==> src/rtl/watchdog_kicker_pkg.sv <==
`default_nettype none
// watchdog_kicker_pkg -- watchdog slave register map, bit positions and kicker FSM encoding.
// Revision 1.0
package watchdog_kicker_pkg;

    localparam logic [2:0] ADDR_STATUS  = 3'd0;
    localparam logic [2:0] ADDR_CONTROL = 3'd1;
    localparam logic [2:0] ADDR_PERIODL = 3'd2;
    localparam logic [2:0] ADDR_PERIODH = 3'd3;

    localparam int STATUS_TO  = 0;
    localparam int STATUS_RUN = 1;
    localparam int CTRL_ITO   = 0;
    localparam int CTRL_START = 2;

    localparam int CNT_W = 20;

    typedef enum logic [2:0] {
        ST_IDLE    = 3'd0,
        ST_START   = 3'd1,
        ST_WAIT    = 3'd2,
        ST_KICK    = 3'd3,
        ST_STARVE  = 3'd4,
        ST_POLL    = 3'd5,
        ST_CAPTURE = 3'd6,
        ST_CLEAR   = 3'd7
    } state_e;

    function automatic logic [15:0] control_start_word(input logic irq_en);
        logic [15:0] w;
        w             = 16'h0000;
        w[CTRL_START] = 1'b1;
        w[CTRL_ITO]   = irq_en;
        return w;
    endfunction

endpackage
`default_nettype wire

==> src/rtl/wdk_interval_counter.sv <==
`default_nettype none
// wdk_interval_counter -- loadable down-counter that parks at zero and flags it.
// Revision 1.0
module wdk_interval_counter
    import watchdog_kicker_pkg::*;
(
    input  logic             clk,
    input  logic             reset,
    input  logic             load_i,
    input  logic [CNT_W-1:0] load_value_i,
    input  logic             dec_i,
    output logic             zero_o
);

    logic [CNT_W-1:0] count_q;
    logic [CNT_W-1:0] count_d;

    always_comb begin
        count_d = count_q;
        if (load_i) begin
            count_d = load_value_i;
        end else if (dec_i && (count_q != '0)) begin
            count_d = count_q - CNT_W'(1);
        end
    end

    always_ff @(posedge clk or posedge reset) begin
        if (reset) begin
            count_q <= '0;
        end else begin
            count_q <= count_d;
        end
    end

    assign zero_o = (count_q == '0);

endmodule
`default_nettype wire

==> src/rtl/watchdog_kicker.sv <==
`default_nettype none
// watchdog_kicker -- Avalon-MM master that starts a watchdog slave and kicks it while heartbeats arrive.
// Revision 1.0
module watchdog_kicker
    import watchdog_kicker_pkg::*;
#(
    parameter int KICK_INTERVAL = 500000,
    parameter int USE_IRQ       = 1
) (
    input  logic        clk,
    input  logic        reset,
    input  logic        enable,
    input  logic        heartbeat,
    output logic [2:0]  m_address,
    output logic        m_chipselect,
    output logic        m_write_n,
    output logic        m_read_n,
    output logic [15:0] m_writedata,
    input  logic [15:0] m_readdata,
    input  logic        m_waitrequest,
    output logic        wd_running,
    output logic        timeout_seen,
    output logic        starved,
    output logic [15:0] kick_count,
    output logic        busy
);

    localparam logic [CNT_W-1:0] C_RELOAD     = CNT_W'(KICK_INTERVAL - 1);
    localparam logic [15:0]      C_START_WORD = control_start_word(USE_IRQ != 0);

    state_e      state_q, state_d;
    logic        hb_seen_q, hb_seen_d;
    logic        wd_running_q, wd_running_d;
    logic        timeout_seen_q, timeout_seen_d;
    logic        starved_q, starved_d;
    logic [15:0] kick_count_q, kick_count_d;

    logic w_accept;
    logic w_zero;
    logic w_decide;
    logic w_load;
    logic w_unused_readdata;

    assign w_accept = m_chipselect && !m_waitrequest;
    assign w_decide = (state_q == ST_WAIT) && enable && w_zero;
    assign w_load   = (w_accept && ((state_q == ST_START) || (state_q == ST_CLEAR)))
                    || ((state_q == ST_CAPTURE) && !m_readdata[STATUS_TO]);
    assign w_unused_readdata = ^m_readdata[15:2];

    wdk_interval_counter u_interval (
        .clk          (clk),
        .reset        (reset),
        .load_i       (w_load),
        .load_value_i (C_RELOAD),
        .dec_i        (state_q == ST_WAIT),
        .zero_o       (w_zero)
    );

    always_ff @(posedge clk or posedge reset) begin
        if (reset) begin
            state_q <= ST_IDLE;
        end else begin
            state_q <= state_d;
        end
    end

    always_comb begin
        state_d = state_q;
        case (state_q)
            ST_IDLE:    if (enable) state_d = ST_START;
            ST_START:   if (!m_waitrequest) state_d = ST_WAIT;
            ST_WAIT: begin
                if (!enable) begin
                    state_d = ST_IDLE;
                end else if (w_zero) begin
                    state_d = (hb_seen_q || heartbeat) ? ST_KICK : ST_STARVE;
                end
            end
            ST_KICK:    if (!m_waitrequest) state_d = ST_POLL;
            ST_STARVE:  state_d = ST_POLL;
            ST_POLL:    if (!m_waitrequest) state_d = ST_CAPTURE;
            ST_CAPTURE: state_d = m_readdata[STATUS_TO] ? ST_CLEAR : ST_WAIT;
            ST_CLEAR:   if (!m_waitrequest) state_d = ST_WAIT;
            default:    state_d = ST_IDLE;
        endcase
    end

    // Bus signals decode from state alone, so they hold while waitrequest stalls and drop on reset.
    always_comb begin
        m_chipselect = 1'b0;
        m_write_n    = 1'b1;
        m_read_n     = 1'b1;
        m_address    = ADDR_STATUS;
        m_writedata  = 16'h0000;
        busy         = 1'b1;
        case (state_q)
            ST_IDLE, ST_WAIT: busy = 1'b0;
            ST_START: begin
                m_chipselect = 1'b1;
                m_write_n    = 1'b0;
                m_address    = ADDR_CONTROL;
                m_writedata  = C_START_WORD;
            end
            ST_KICK: begin
                m_chipselect = 1'b1;
                m_write_n    = 1'b0;
                m_address    = ADDR_PERIODL;
            end
            ST_POLL: begin
                m_chipselect = 1'b1;
                m_read_n     = 1'b0;
            end
            ST_CLEAR: begin
                m_chipselect = 1'b1;
                m_write_n    = 1'b0;
            end
            default: ;
        endcase
    end

    always_comb begin
        hb_seen_d      = hb_seen_q;
        wd_running_d   = wd_running_q;
        timeout_seen_d = timeout_seen_q;
        starved_d      = starved_q;
        kick_count_d   = kick_count_q;
        // A heartbeat landing in the decision cycle is consumed by that decision only.
        if (w_decide) begin
            hb_seen_d = 1'b0;
        end else if (heartbeat) begin
            hb_seen_d = 1'b1;
        end
        if ((state_q == ST_KICK) && w_accept) begin
            kick_count_d = kick_count_q + 16'd1;
            starved_d    = 1'b0;
        end
        if (state_q == ST_STARVE) begin
            starved_d = 1'b1;
        end
        if (state_q == ST_CAPTURE) begin
            wd_running_d = m_readdata[STATUS_RUN];
            if (m_readdata[STATUS_TO]) begin
                timeout_seen_d = 1'b1;
            end
        end
    end

    always_ff @(posedge clk or posedge reset) begin
        if (reset) begin
            hb_seen_q      <= 1'b0;
            wd_running_q   <= 1'b0;
            timeout_seen_q <= 1'b0;
            starved_q      <= 1'b0;
            kick_count_q   <= 16'h0000;
        end else begin
            hb_seen_q      <= hb_seen_d;
            wd_running_q   <= wd_running_d;
            timeout_seen_q <= timeout_seen_d;
            starved_q      <= starved_d;
            kick_count_q   <= kick_count_d;
        end
    end

    assign wd_running   = wd_running_q;
    assign timeout_seen = timeout_seen_q;
    assign starved      = starved_q;
    assign kick_count   = kick_count_q;

endmodule
`default_nettype wire

==> config.mk <==
export PLATFORM = sky130hd
export DESIGN_NAME = watchdog_kicker
export DESIGN_NICKNAME = d
export VERILOG_FILES = /design/src/rtl/watchdog_kicker_pkg.sv /design/src/rtl/wdk_interval_counter.sv /design/src/rtl/watchdog_kicker.sv
export SDC_FILE = /design/constraint.sdc
export NUM_CORES = 1
export LEC_CHECK = 0
export BUFFER_PORTS_ARGS = -buffer_cell sky130_fd_sc_hd__buf_2
export CORE_ASPECT_RATIO = 0.75
export CORE_UTILIZATION = 34
export CTS_CLUSTER_SIZE = 20
export DETAILED_ROUTE_END_ITERATION = 12
export MAX_ROUTING_LAYER = met4
export PLACE_DENSITY = 0.54
export REMOVE_ABC_BUFFERS = 1
export SYNTH_ARGS = -nofsm -noshare
export SYNTH_HDL_FRONTEND = slang
export SYNTH_SLANG_ARGS = --single-unit
export TNS_END_PERCENT = 1
==> constraint.sdc <==
create_clock -name clk -period 5.31 [get_ports clk]
set_clock_uncertainty 0.15 [all_clocks]
set_input_delay 0.531 -clock clk [delete_from_list [all_inputs] [get_ports clk]]
set_output_delay 0.531 -clock clk [all_outputs]
set_load 0.005 [all_outputs]
==> summary.txt, run 1 <==
==================================================================================================
Status .............................................................................. finished, violations left
Failing checks ...................................................................... design-rule violations
DRC marker count from the first detailed-route iteration ............................          100
Final period util ...................................................................       0.4788
Achievable Freq .....................................................................    393.4 MHz
Area of the die .....................................................................    7289 um^2
Fraction of the yosys area taken by sequential cells ................................       0.4555
Synthesis warning total .............................................................            0
Biggest area contributors in the synthesized netlist ................................ dfrtp_1, buf_4, xnor2_1
WL final ............................................................................     4.756 mm
Flip-flop and latch count after synthesis ...........................................           43
Port Buffer Count ...................................................................           33
Area of the mapped netlist ..........................................................    2362 um^2
Floorplan row count .................................................................           25
Type of the most critical hold path ................................................. input port to asynchronous set/reset pin
Clock transition time at the flip-flop clock pins of the worst setup and hold paths .        80 ps
DR WL/cell ..........................................................................     13.28 um
Total negative slack ................................................................         0 ps
Area growth from synthesis to final layout ..........................................       11.92%
Instance count of the mapped netlist ................................................          246
Vert. Die Dim .......................................................................     74.19 um
Crit path required time .............................................................      5300 ps
Kind of critical path ............................................................... flop to flop
Number of clock buffers inserted by TritonCTS .......................................            5
Post-route DRC violation count ......................................................            3
Post-route cell area ................................................................    2644 um^2
Pins Over Slew Limit ................................................................            0
Hold-fix buffers, CTS ...............................................................            0
Clock root buffer ...................................................................     clkbuf_8
Multi-input gate area ...............................................................    1146 um^2
Die X-Extent ........................................................................     98.25 um
Crit path capture type ..............................................................         flop
Transition at the pin with the smallest max-transition slack ........................     706.8 ps
Post-synthesis async set-or-reset flop share ........................................        1.000
Clock power frac ....................................................................        0.255
Total of endpoints with negative setup slack in the final report ....................            0
Headroom to the max-slew limit ......................................................       0.5244
Global Route met3 Usage .............................................................      0.03102
Worst Path Max Fanout ...............................................................           13
Cell leakage power ..................................................................  0.001157 uW
Post-route worst hold slack .........................................................     198.2 ps
Setup slack of the most critical reg-to-reg path ....................................      2770 ps
Delay of the slowest critical-path stage ............................................       580 ps
TritonCTS clock tree ................................................................         done
Half-perimeter wire length after detailed placement .................................     3.433 mm
Top flip-flop cell by instance count after synthesis ................................      dfrtp_1
Cell with the biggest individual delay on the critical path .........................        or4_4
Boundary Pins .......................................................................           63
Initial antenna violation count .....................................................            0
Largest net degree at the start of global routing ...................................           44
Library cell with the largest summed area after synthesis ...........................      dfrtp_1
Max H-tree Level ....................................................................            2
Met2 capacity usage during global routing ...........................................       0.1886
Top cell types by occurrence after synthesis ........................................ dfrtp_1, nor2_1, buf_4, nand2_1
Num Clock Sinks .....................................................................           43
Clock Path Buffers ..................................................................            2
Area share of the largest cell type after synthesis .................................       0.4555
Worst Path Arrival ..................................................................      2530 ps
Total core area .....................................................................    6506 um^2
# fillers ...........................................................................          659
Net switching power .................................................................     359.2 uW
Number of vias per cell after detailed routing ......................................        5.106
Sw Share ............................................................................       0.3526
Most frequent cell on the critical path .............................................        or4_4
Chain of cells forming the critical path ............................................ or4_4 -> or4_4 -> o21ai_2 -> or4_2 -> a21oi_1
Crit path launch .................................................................... u_interval.count_q[9]
Cell-internal power .................................................................     659.6 uW
Most frequent cell after synthesis ..................................................      dfrtp_1
Number of inserted diodes ...........................................................            0
Clock latency of the later-clocked register in the worst-skew pair ..................       290 ps
Register share of total power .......................................................        0.445
Final count of hold timing violations ...............................................            0
All-layer global routing usage ......................................................       0.1396
Power per cell area ................................................................. 385.3 nW/um^2
Syn Area/Cell .......................................................................   9.603 um^2
Comb power frac .....................................................................        0.300
Starting density of the core ........................................................       0.3631
Number of synthesized flops with an enable pin ......................................            0
Fraction of layout cells with a size suffix above 1 .................................       0.2022
Peak-usage layer in the global routing report .......................................         met1
CP Launch Type ......................................................................         flop
GP Congestion .......................................................................       0.7490
Maximum vdd drop ....................................................................    0.1430 mV
Antenna Violating Nets Remaining ....................................................            0
Cell area reported after detailed placement .........................................    2526 um^2
First-pass GRT wire length ..........................................................     7.686 mm
Post-cts gate resize count ..........................................................            0
Number of global-route vias before repair ...........................................         1546
Number of buffers inserted by post-CTS setup repair .................................            0
# nets final ........................................................................          300
Met1 usage in global routing ........................................................       0.2028
Number of search-and-repair iterations in the first detailed-routing pass ...........           11
Storage element area ................................................................    1076 um^2
Setup repair after global routing missed its margin .................................        false
Via total after detailed routing ....................................................         1828
Global-route congestion overflow total ..............................................            0
Reg-to-reg startpoint ............................................................... u_interval.count_q[9]
Synth unique cells ..................................................................           47
Max-cap viol count ..................................................................            0
Min cycle time layout ...............................................................      2542 ps
==================================================================================================
worst paths after layout:
| kind | end | depth (start not counted) |
|---|---|---|
| min in group clk | kick_count[15] | 1 |
| min | kick_count[0] | 3 |
| max in group asynchronous | u_interval.count_q[8] | 3 |
| max reg2reg | u_interval.count_q[10] | 5 |
| max | u_interval.count_q[10] | 5 |
| min reg2reg | kick_count[15] | 1 |
stage by stage:
stage               utilization  std cells  setup slack, ps  power [uW]
CTS                      0.4063        358             2760        1035
finish                   0.4063        358             2768        1019
global route             0.4063        358             2511        1090
global placement         0.3883        350             2763       764.1
detailed placement       0.3883        350             2790       768.8
floorplan                     -        234             2978       639.2
metal layers:
layer | vias up | share of wire
met2 | 44 | 0.41
met5 | - | 0
li1 | 912 | -
met1 | 870 | 0.54
met4 | 0 | 0.0086
met3 | 2 | 0.044
kinds of logic (layout without fill, tap and decap cells):
logic type	Yosys count	in the layout	share of synthesized area
AO/OA/AOI/OAI	43	43	0.1192
adder cells (fa/ha/maj)	3	3	0.01589
buffers and inverters	32	49	0.08157
other	1	15	0.001587
XOR/XNOR	18	18	0.06674
AND/OR/NAND/NOR	99	99	0.2288
flip-flops	43	43	0.4555
multiplexers	7	7	0.03072
cell type report:
class,count,area share
Clock buffer,6,0.03124
Tap cell,81,0.03833
Sequential cell,43,0.4070
Timing Repair Buffer,35,0.06815
Inverter,6,0.008519
Clock inverter,2,0.01325
Multi-Input combinational cell,185,0.4335
power by group through the flow:
| stage | Combinational, uW | Clock, uW | Sequential [uW] |
|---|---|---|---|
| after floorplan | 195 | 0 | 444 |
| after global placement | 306 | 0 | 458 |
| after detailed placement | 309 | 0 | 460 |
| after CTS | 311 | 271 | 453 |
| after global routing | 344 | 282 | 464 |
| final | 306 | 259 | 453 |
state kept, by name, summed over array words and instances, names as in the netlist:
register,flops
starved,1
hb_seen_q,1
state_q,3
timeout_seen,1
wd_running,1
kick_count,16
u_interval.count_q,20
critical path, delay by kind of cell (launching register included):
family,cells,cell delay [ps]
AOI/OAI and AO/OA,2,510
DFF,1,450
and+or+nand+nor,3,1280
placed cells by master (no fill, tap or decap), types with 2 or more instances in the layout:
cell | Yosys | layout
or4_4 | 2 | 2
a21oi_1 | 15 | 15
mux2_2 | 2 | 2
conb_1 | 1 | 15
or3_1 | 2 | 2
o2111ai_1 | 2 | 2
nor3_1 | 9 | 9
o21a_1 | 3 | 3
mux2i_1 | 5 | 5
dfrtp_1 | 43 | 43
nand3_1 | 15 | 15
xor2_1 | 6 | 6
nor2_1 | 19 | 19
clkbuf_8 | 0 | 6
or3_2 | 2 | 2
o31ai_1 | 7 | 7
nand4_1 | 5 | 5
or4_1 | 6 | 6
or2_2 | 3 | 3
inv_1 | 6 | 5
nand2_1 | 17 | 17
and2_1 | 2 | 2
a31oi_1 | 2 | 2
o21ai_0 | 6 | 6
or4_2 | 2 | 2
nor4_1 | 4 | 4
and3_1 | 4 | 4
buf_4 | 17 | 2
buf_2 | 1 | 33
ha_1 | 3 | 3
xnor2_1 | 12 | 12
No activity file was read; power rests on OpenSTA's default activity.
==> run 2: changes to the inputs <==
PLACE_DENSITY = 0.56   (was 0.54)
clock period = 2 ns   (was 5.31 ns; I/O delays follow)
==> run 2 against run 1 <==
Net effect:
- the flow finishes with violations (negative setup slack)
- register-to-register slack worse by 3100 ps
- combinational power increased to 3.9 times the previous value
- maximum frequency increased by 9.2%
- largest power group is now combinational logic
- via count is 11% higher
- core utilization rose by 6.0 points
- setup slack worse by 3100 ps
- highest routed layer unchanged
- worst hold slack lost 110 ps
==> summary.txt, run 2 (synthesized netlist as in run 1, its figures left out) <==
==================================================================================================
Post-route worst hold slack .........................................................     83.37 ps   was 198.2 ps
Port Buffer Count ...................................................................           33   unchanged
Number of global-route vias before repair ...........................................         1863   was 1546
Worst Hold Endpoint .................................................................    hb_seen_q
Worst reg2reg path depth ............................................................            5   unchanged
First-pass GRT wire length ..........................................................     9.356 mm   was 7.686 mm
Setup slack of the most critical reg-to-reg path ....................................      -330 ps   was 2770 ps
Flip-flop count of the largest register after layout ................................           20   unchanged
Power per cell area ................................................................. 1031 nW/um^2   was 385.3 nW/um^2
DRC marker count from the first detailed-route iteration ............................          103   was 100
Max H-tree Level ....................................................................            2   unchanged
CP Launch Type ......................................................................         flop   unchanged
Final period util ...................................................................        1.164   was 0.4788
Achievable Freq .....................................................................    429.6 MHz   was 393.4 MHz
Worst Path Arrival ..................................................................      2410 ps   was 2530 ps
Antenna Violating Nets Remaining ....................................................            0   unchanged
Worst Path Max Fanout ...............................................................            8   was 13
Min cycle time layout ...............................................................      2328 ps   was 2542 ps
Crit path required time .............................................................      2080 ps   was 5300 ps
Crit path capture type ..............................................................         flop   unchanged
Number of search-and-repair iterations in the first detailed-routing pass ...........            6   was 11
Type of the most critical hold path ................................................. input port to flop   was input port to asynchronous set/reset pin
Starting density of the core ........................................................       0.3631   unchanged
Transition at the pin with the smallest max-transition slack ........................     680.4 ps   was 706.8 ps
Headroom to the max-slew limit ......................................................       0.5464   was 0.5244
WL final ............................................................................     5.618 mm   was 4.756 mm
Setup repair after global routing missed its margin .................................         true   was false
All-layer global routing usage ......................................................       0.1709   was 0.1396
Via total after detailed routing ....................................................         2022   was 1828
Global-route congestion overflow total ..............................................            0   unchanged
Total of endpoints with negative setup slack in the final report ....................           25   was 0
Terminus of the critical flop-to-flop path .......................................... u_interval.count_q[16]   was u_interval.count_q[10]
Num Clock Sinks .....................................................................           43   unchanged
Most flops, register ................................................................ u_interval.count_q   unchanged
Area of the die .....................................................................    7289 um^2   unchanged
Pins Over Slew Limit ................................................................            0   unchanged
Worst Slack Setup Final .............................................................    -327.9 ps   was 2768 ps
Number of vias per cell after detailed routing ......................................        5.068   was 5.106
Initial antenna violation count .....................................................            0   unchanged
GP Congestion .......................................................................       0.7980   was 0.7490
Final count of hold timing violations ...............................................            0   unchanged
Fraction of layout cells with a size suffix above 1 .................................       0.3239   was 0.2022
Vert. Die Dim .......................................................................     74.19 um   unchanged
Total core area .....................................................................    6506 um^2   unchanged
Number of buffers inserted by post-CTS setup repair .................................            0   unchanged
Number of inserted diodes ...........................................................            0   unchanged
Total power .........................................................................      3128 uW   was 1019 uW
Kind of critical path ............................................................... flop to flop   unchanged
Post-route cell area ................................................................    3035 um^2   was 2644 um^2
Pre-CTS worst setup slack ...........................................................    -317.3 ps   was 2790 ps
Number of instances on the worst hold path ..........................................            3
Clock transition time at the flip-flop clock pins of the worst setup and hold paths .        80 ps   about the same
Status .............................................................................. finished, violations left   unchanged
Maximum vdd drop ....................................................................    0.4670 mV   was 0.1430 mV
Most common library cell in the layout ignoring fill and taps .......................      dfrtp_1   unchanged
Clock Path Buffers ..................................................................            2   unchanged
Boundary Pins .......................................................................           63   unchanged
Cell leakage power ..................................................................  0.001377 uW   was 0.001157 uW
Largest net degree at the start of global routing ...................................           44   unchanged
Reg-to-reg startpoint ............................................................... u_interval.count_q[9]   unchanged
Half-perimeter wire length after detailed placement .................................     4.035 mm   was 3.433 mm
Failing checks ...................................................................... negative setup slack   was design-rule violations
Clock root buffer ...................................................................     clkbuf_8   unchanged
Beginning of the worst hold path ....................................................    heartbeat
TritonCTS clock tree ................................................................         done   unchanged
# nets final ........................................................................          341   was 300
Number of clock buffers inserted by TritonCTS .......................................            5   unchanged
Cell area reported after detailed placement .........................................    2824 um^2   was 2526 um^2
Most frequent cells in the layout ................................................... dfrtp_1, buf_4, buf_2   was dfrtp_1, buf_2, nor2_1
Area growth from synthesis to final layout ..........................................       28.50%   was 11.92%
Max-cap viol count ..................................................................            0   unchanged
Die X-Extent ........................................................................     98.25 um   unchanged
Clock latency of the later-clocked register in the worst-skew pair ..................       300 ps   was 290 ps
Post-route DRC violation count ......................................................            0   was 3
Floorplan row count .................................................................           25   unchanged
DR WL/cell ..........................................................................     14.08 um   was 13.28 um
==================================================================================================
==> run 2: cell count changes in the layout (fill, tap and decap cells not counted), moves of 2 or more <==
cell / change
buf_4: +36
or4_4: +2
dlygate4sd3_1: +3
or4_1: -2
nor3_1: -3
nor3_2: +3
==> run 2: through the flow <==
| stage | setup TNS, ps | cells | utilization |
|---|---|---|---|
| after floorplan | -6780 | 234 | - |
| after global placement | -4733 | 388 | 0.4340 |
| after detailed placement | -5361 | 388 | 0.4340 |
| after CTS | -4993 | 399 | 0.4638 |
| after global routing | -7489 | 399 | 0.4665 |
| final | -4990 | 399 | 0.4665 |
==> run 2: repair_timing <==
action                                  CTS  global route
endpoints found under the setup margin   27            37
gates resized for setup                   9             5
hold buffers                              3             0
pin swaps                                 5             0
endpoints found under the hold margin    45             0
==> run 2: power by group <==
part / leakage [uW] / switching [uW] / total, uW / internal, uW
Combinational: 0.000792 / 636 / 1200 / 566
Clock: 0.0000654 / 309 / 808 / 499
Sequential: 0.000520 / 122 / 1120 / 997
==> run 2: routing by layer <==
metal	routed length [um]	global-route usage	vias up
met5	0	-	-
met4	19	0.03483	0
met3	132	0.04135	2
met2	2407	0.2449	33
met1	3058	0.2447	985
li1	-	-	1002
==> run 2: how the worst max path moves through the flow <==
stage,start,end,slack [ps],cells after the start
after floorplan,state_q[1],kick_count[13],-330,5
after global placement,u_interval.count_q[2],state_q[1],-280,6
after detailed placement,u_interval.count_q[2],state_q[1],-320,6
after CTS,u_interval.count_q[9],u_interval.count_q[16],-330,5
after global routing,u_interval.count_q[9],u_interval.count_q[16],-400,5
final,u_interval.count_q[9],u_interval.count_q[16],-330,5
==> run 2: area by class of cell <==
class,count,area [um^2]
clock inverter,2,60.06
fill,654,3471
inverter,6,22.52
sequential,43,1076
multi-input combinational,185,1191
tap,81,101.3
timing repair buffer,76,511.7
clock buffer,6,72.57
==> run 2: worst max-delay path, cell delays in order, from the launching register on <==
cell and delay [ps]:
dfrtp_1 390, or4_4 530, or4_4 490, or2_1 260, or3b_1 350, nand3_1 80
==> run 3: changes to the inputs <==
GPL_TIMING_DRIVEN = 0   (was default)
PLACE_DENSITY = default   (was 0.56)
==> run 3 against run 2 <==
Net effect:
- the run still ends with negative setup slack left
- first-iteration DRC count decreased by 33%
- worst hold slack lost 68 ps
- sequential share of layout area grew 2.7 points
- wire length shrank 10%
- die area did not move
- critical path type unchanged
==> summary.txt, run 3 (synthesized netlist as in run 1, its figures left out) <==
==================================================================================================
Status .............................................................................. finished, violations left   unchanged
Failing checks ...................................................................... negative setup slack   unchanged
Pins Over Slew Limit ................................................................            0   unchanged
Number of global-route vias before repair ...........................................         1587   was 1863
Crit path required time .............................................................      2010 ps   was 2080 ps
Storage element area ................................................................    1082 um^2   was 1076 um^2
Number of inserted diodes ...........................................................            0   unchanged
All-layer global routing usage ......................................................       0.1455   was 0.1709
Global-route congestion overflow total ..............................................            0   unchanged
WL final ............................................................................     5.030 mm   was 5.618 mm
Half-perimeter wire length after detailed placement .................................     3.570 mm   was 4.035 mm
Worst reg2reg path depth ............................................................            5   unchanged
Chain of cells forming the critical path ............................................ or4_4 -> or4_4 -> o21a_4 -> a311oi_1 -> a41oi_1   was or4_4 -> or4_4 -> or2_1 -> or3b_1 -> nand3_1
Vert. Die Dim .......................................................................     74.19 um   unchanged
Worst Slack Setup Final .............................................................    -342.4 ps   was -327.9 ps
Cell leakage power ..................................................................  0.001235 uW   was 0.001377 uW
Most frequent cell on the critical path .............................................        or4_4   unchanged
Final count of hold timing violations ...............................................            0   unchanged
Total core area .....................................................................    6506 um^2   unchanged
Number of vias per cell after detailed routing ......................................        5.307   was 5.068
Fraction of layout cells with a size suffix above 1 .................................       0.2887   was 0.3239
Min cycle time layout ...............................................................      2342 ps   was 2328 ps
Total of endpoints with negative setup slack in the final report ....................           29   was 25
Clock root buffer ...................................................................     clkbuf_8   unchanged
Crit-path leading delay family ...................................................... simple AND/OR/NAND/NOR gates   unchanged
Multi-input gate area ...............................................................    1254 um^2   was 1191 um^2
Delay of the slowest critical-path stage ............................................       540 ps   was 530 ps
Max-cap viol count ..................................................................            0   unchanged
Post-route DRC violation count ......................................................            0   unchanged
Crit path capture type ..............................................................         flop   unchanged
Number of search-and-repair iterations in the first detailed-routing pass ...........            6   unchanged
Kind of critical path ............................................................... flop to flop   unchanged
Num Clock Sinks .....................................................................           43   unchanged
Headroom to the max-slew limit ......................................................       0.5769   was 0.5464
TritonCTS clock tree ................................................................         done   unchanged
Transition at the pin with the smallest max-transition slack ........................     634.6 ps   was 680.4 ps
# nets final ........................................................................          307   was 341
Die X-Extent ........................................................................     98.25 um   unchanged
Most flops, register ................................................................ u_interval.count_q   unchanged
Most frequent cells in the layout ................................................... dfrtp_1, buf_2, nor2_1, nand2_1   was dfrtp_1, buf_4, buf_2
Clock transition time at the flip-flop clock pins of the worst setup and hold paths .        80 ps   about the same
Via total after detailed routing ....................................................         1937   was 2022
Number of clock buffers inserted by TritonCTS .......................................            5   unchanged
Cell area reported after detailed placement .........................................    2539 um^2   was 2824 um^2
Floorplan row count .................................................................           25   unchanged
Port Buffer Count ...................................................................           33   unchanged
Type of the most critical hold path ................................................. input port to flop   unchanged
Post-route cell area ................................................................    2835 um^2   was 3035 um^2
Antenna Violating Nets Remaining ....................................................            0   unchanged
DR WL/cell ..........................................................................     13.78 um   was 14.08 um
Boundary Pins .......................................................................           63   unchanged
Clock Path Buffers ..................................................................            2   unchanged
Area growth from synthesis to final layout ..........................................       20.02%   was 28.50%
Pre-CTS worst setup slack ...........................................................    -966.4 ps   was -317.3 ps
Clock latency of the later-clocked register in the worst-skew pair ..................       300 ps   about the same
# fillers ...........................................................................          626   was 654
Worst Path Max Fanout ...............................................................            8   unchanged
Power per cell area ................................................................. 994.9 nW/um^2   was 1031 nW/um^2
Max H-tree Level ....................................................................            2   unchanged
Starting density of the core ........................................................       0.3631   unchanged
Initial antenna violation count .....................................................            0   unchanged
Flip-flop count of the largest register after layout ................................           20   unchanged
Achievable Freq .....................................................................    426.9 MHz   was 429.6 MHz
First-pass GRT wire length ..........................................................     7.983 mm   was 9.356 mm
Largest net degree at the start of global routing ...................................           25   was 44
Worst Path Arrival ..................................................................      2350 ps   was 2410 ps
Number of instances on the worst hold path ..........................................            2   was 3
Logic depth of the worst path, buffers included .....................................            5   unchanged
DRC marker count from the first detailed-route iteration ............................           69   was 103
Final period util ...................................................................        1.171   was 1.164
Area of the die .....................................................................    7289 um^2   unchanged
CP Launch Type ......................................................................         flop   unchanged
Cell with the biggest individual delay on the critical path .........................        or4_4   unchanged
Buffers and inverters on the worst path .............................................            0   unchanged
Maximum vdd drop ....................................................................    0.4424 mV   was 0.4670 mV
Setup repair after global routing missed its margin .................................         true   unchanged
GP Congestion .......................................................................       0.7411   was 0.7980
Most common library cell in the layout ignoring fill and taps .......................      dfrtp_1   unchanged
==================================================================================================
==> run 3: stage by stage <==
step / total power, uW / instances / utilization / hold slack (ps) / TNS (ps)
floorplan: 1697 / 234 / - / 153.3 / -6780
global placement: 2010 / 348 / 0.3860 / 284.4 / -18880
detailed placement: 2031 / 349 / 0.3902 / 95.45 / -19260
CTS: 2832 / 365 / 0.4323 / 1.825 / -7517
global route: 3023 / 365 / 0.4358 / 1.037 / -9122
finish: 2821 / 365 / 0.4358 / 15.63 / -6380
==> run 3: power breakdown <==
part	internal, uW	switching [uW]	leakage, uW
clock	404	303	0.0000612
combinational	402	486	0.000659
sequential	1000	222	0.000515
==> run 3: final timing paths <==
| path | slack [ps] | end | startpoint |
|---|---|---|---|
| min in group asynchronous | 320 | kick_count[10] | reset |
| worst max-delay path | -340 | u_interval.count_q[4] | u_interval.count_q[12] |
| max in group asynchronous | 880 | state_q[0] | reset |
| worst min-delay path | 20 | hb_seen_q | enable |
| worst min register to register | 330 | kick_count[15] | kick_count[15] |
| worst max register to register | -340 | u_interval.count_q[4] | u_interval.count_q[12] |
==> run 3: worst register-to-register path: stages, from the launching register on <==
cell      delay (ps)
dfrtp_1          390
or4_4            540
or4_4            510
o21a_4           270
a311oi_1         280
a41oi_1           70
==> run 3: cell type report <==
cell class / instances / area share
tap: 81 / 0.03575
multi-input combinational: 185 / 0.4422
sequential: 43 / 0.3817
timing repair buffer: 42 / 0.09091
clock buffer: 6 / 0.02913
clock inverter: 2 / 0.01236
inverter: 6 / 0.007944
==> run 3: metal layers <==
layer,vias up,wire length [um],part of all wire,global-route usage
li1,930,-,-,-
met1,951,2566,0.51,0.2073
met2,51,2210,0.44,0.2089
met3,5,199,0.040,0.02820
met4,0,53,0.011,0.04478
met5,-,0,0,-
==> run 3: repair_timing <==
action                                  CTS  global route
hold buffers                              2             0
gates resized for setup                  22             5
hold endpoints to repair                 20             0
pin swaps                                15             3
endpoints found under the setup margin   40            34
buffers inserted                          6             0
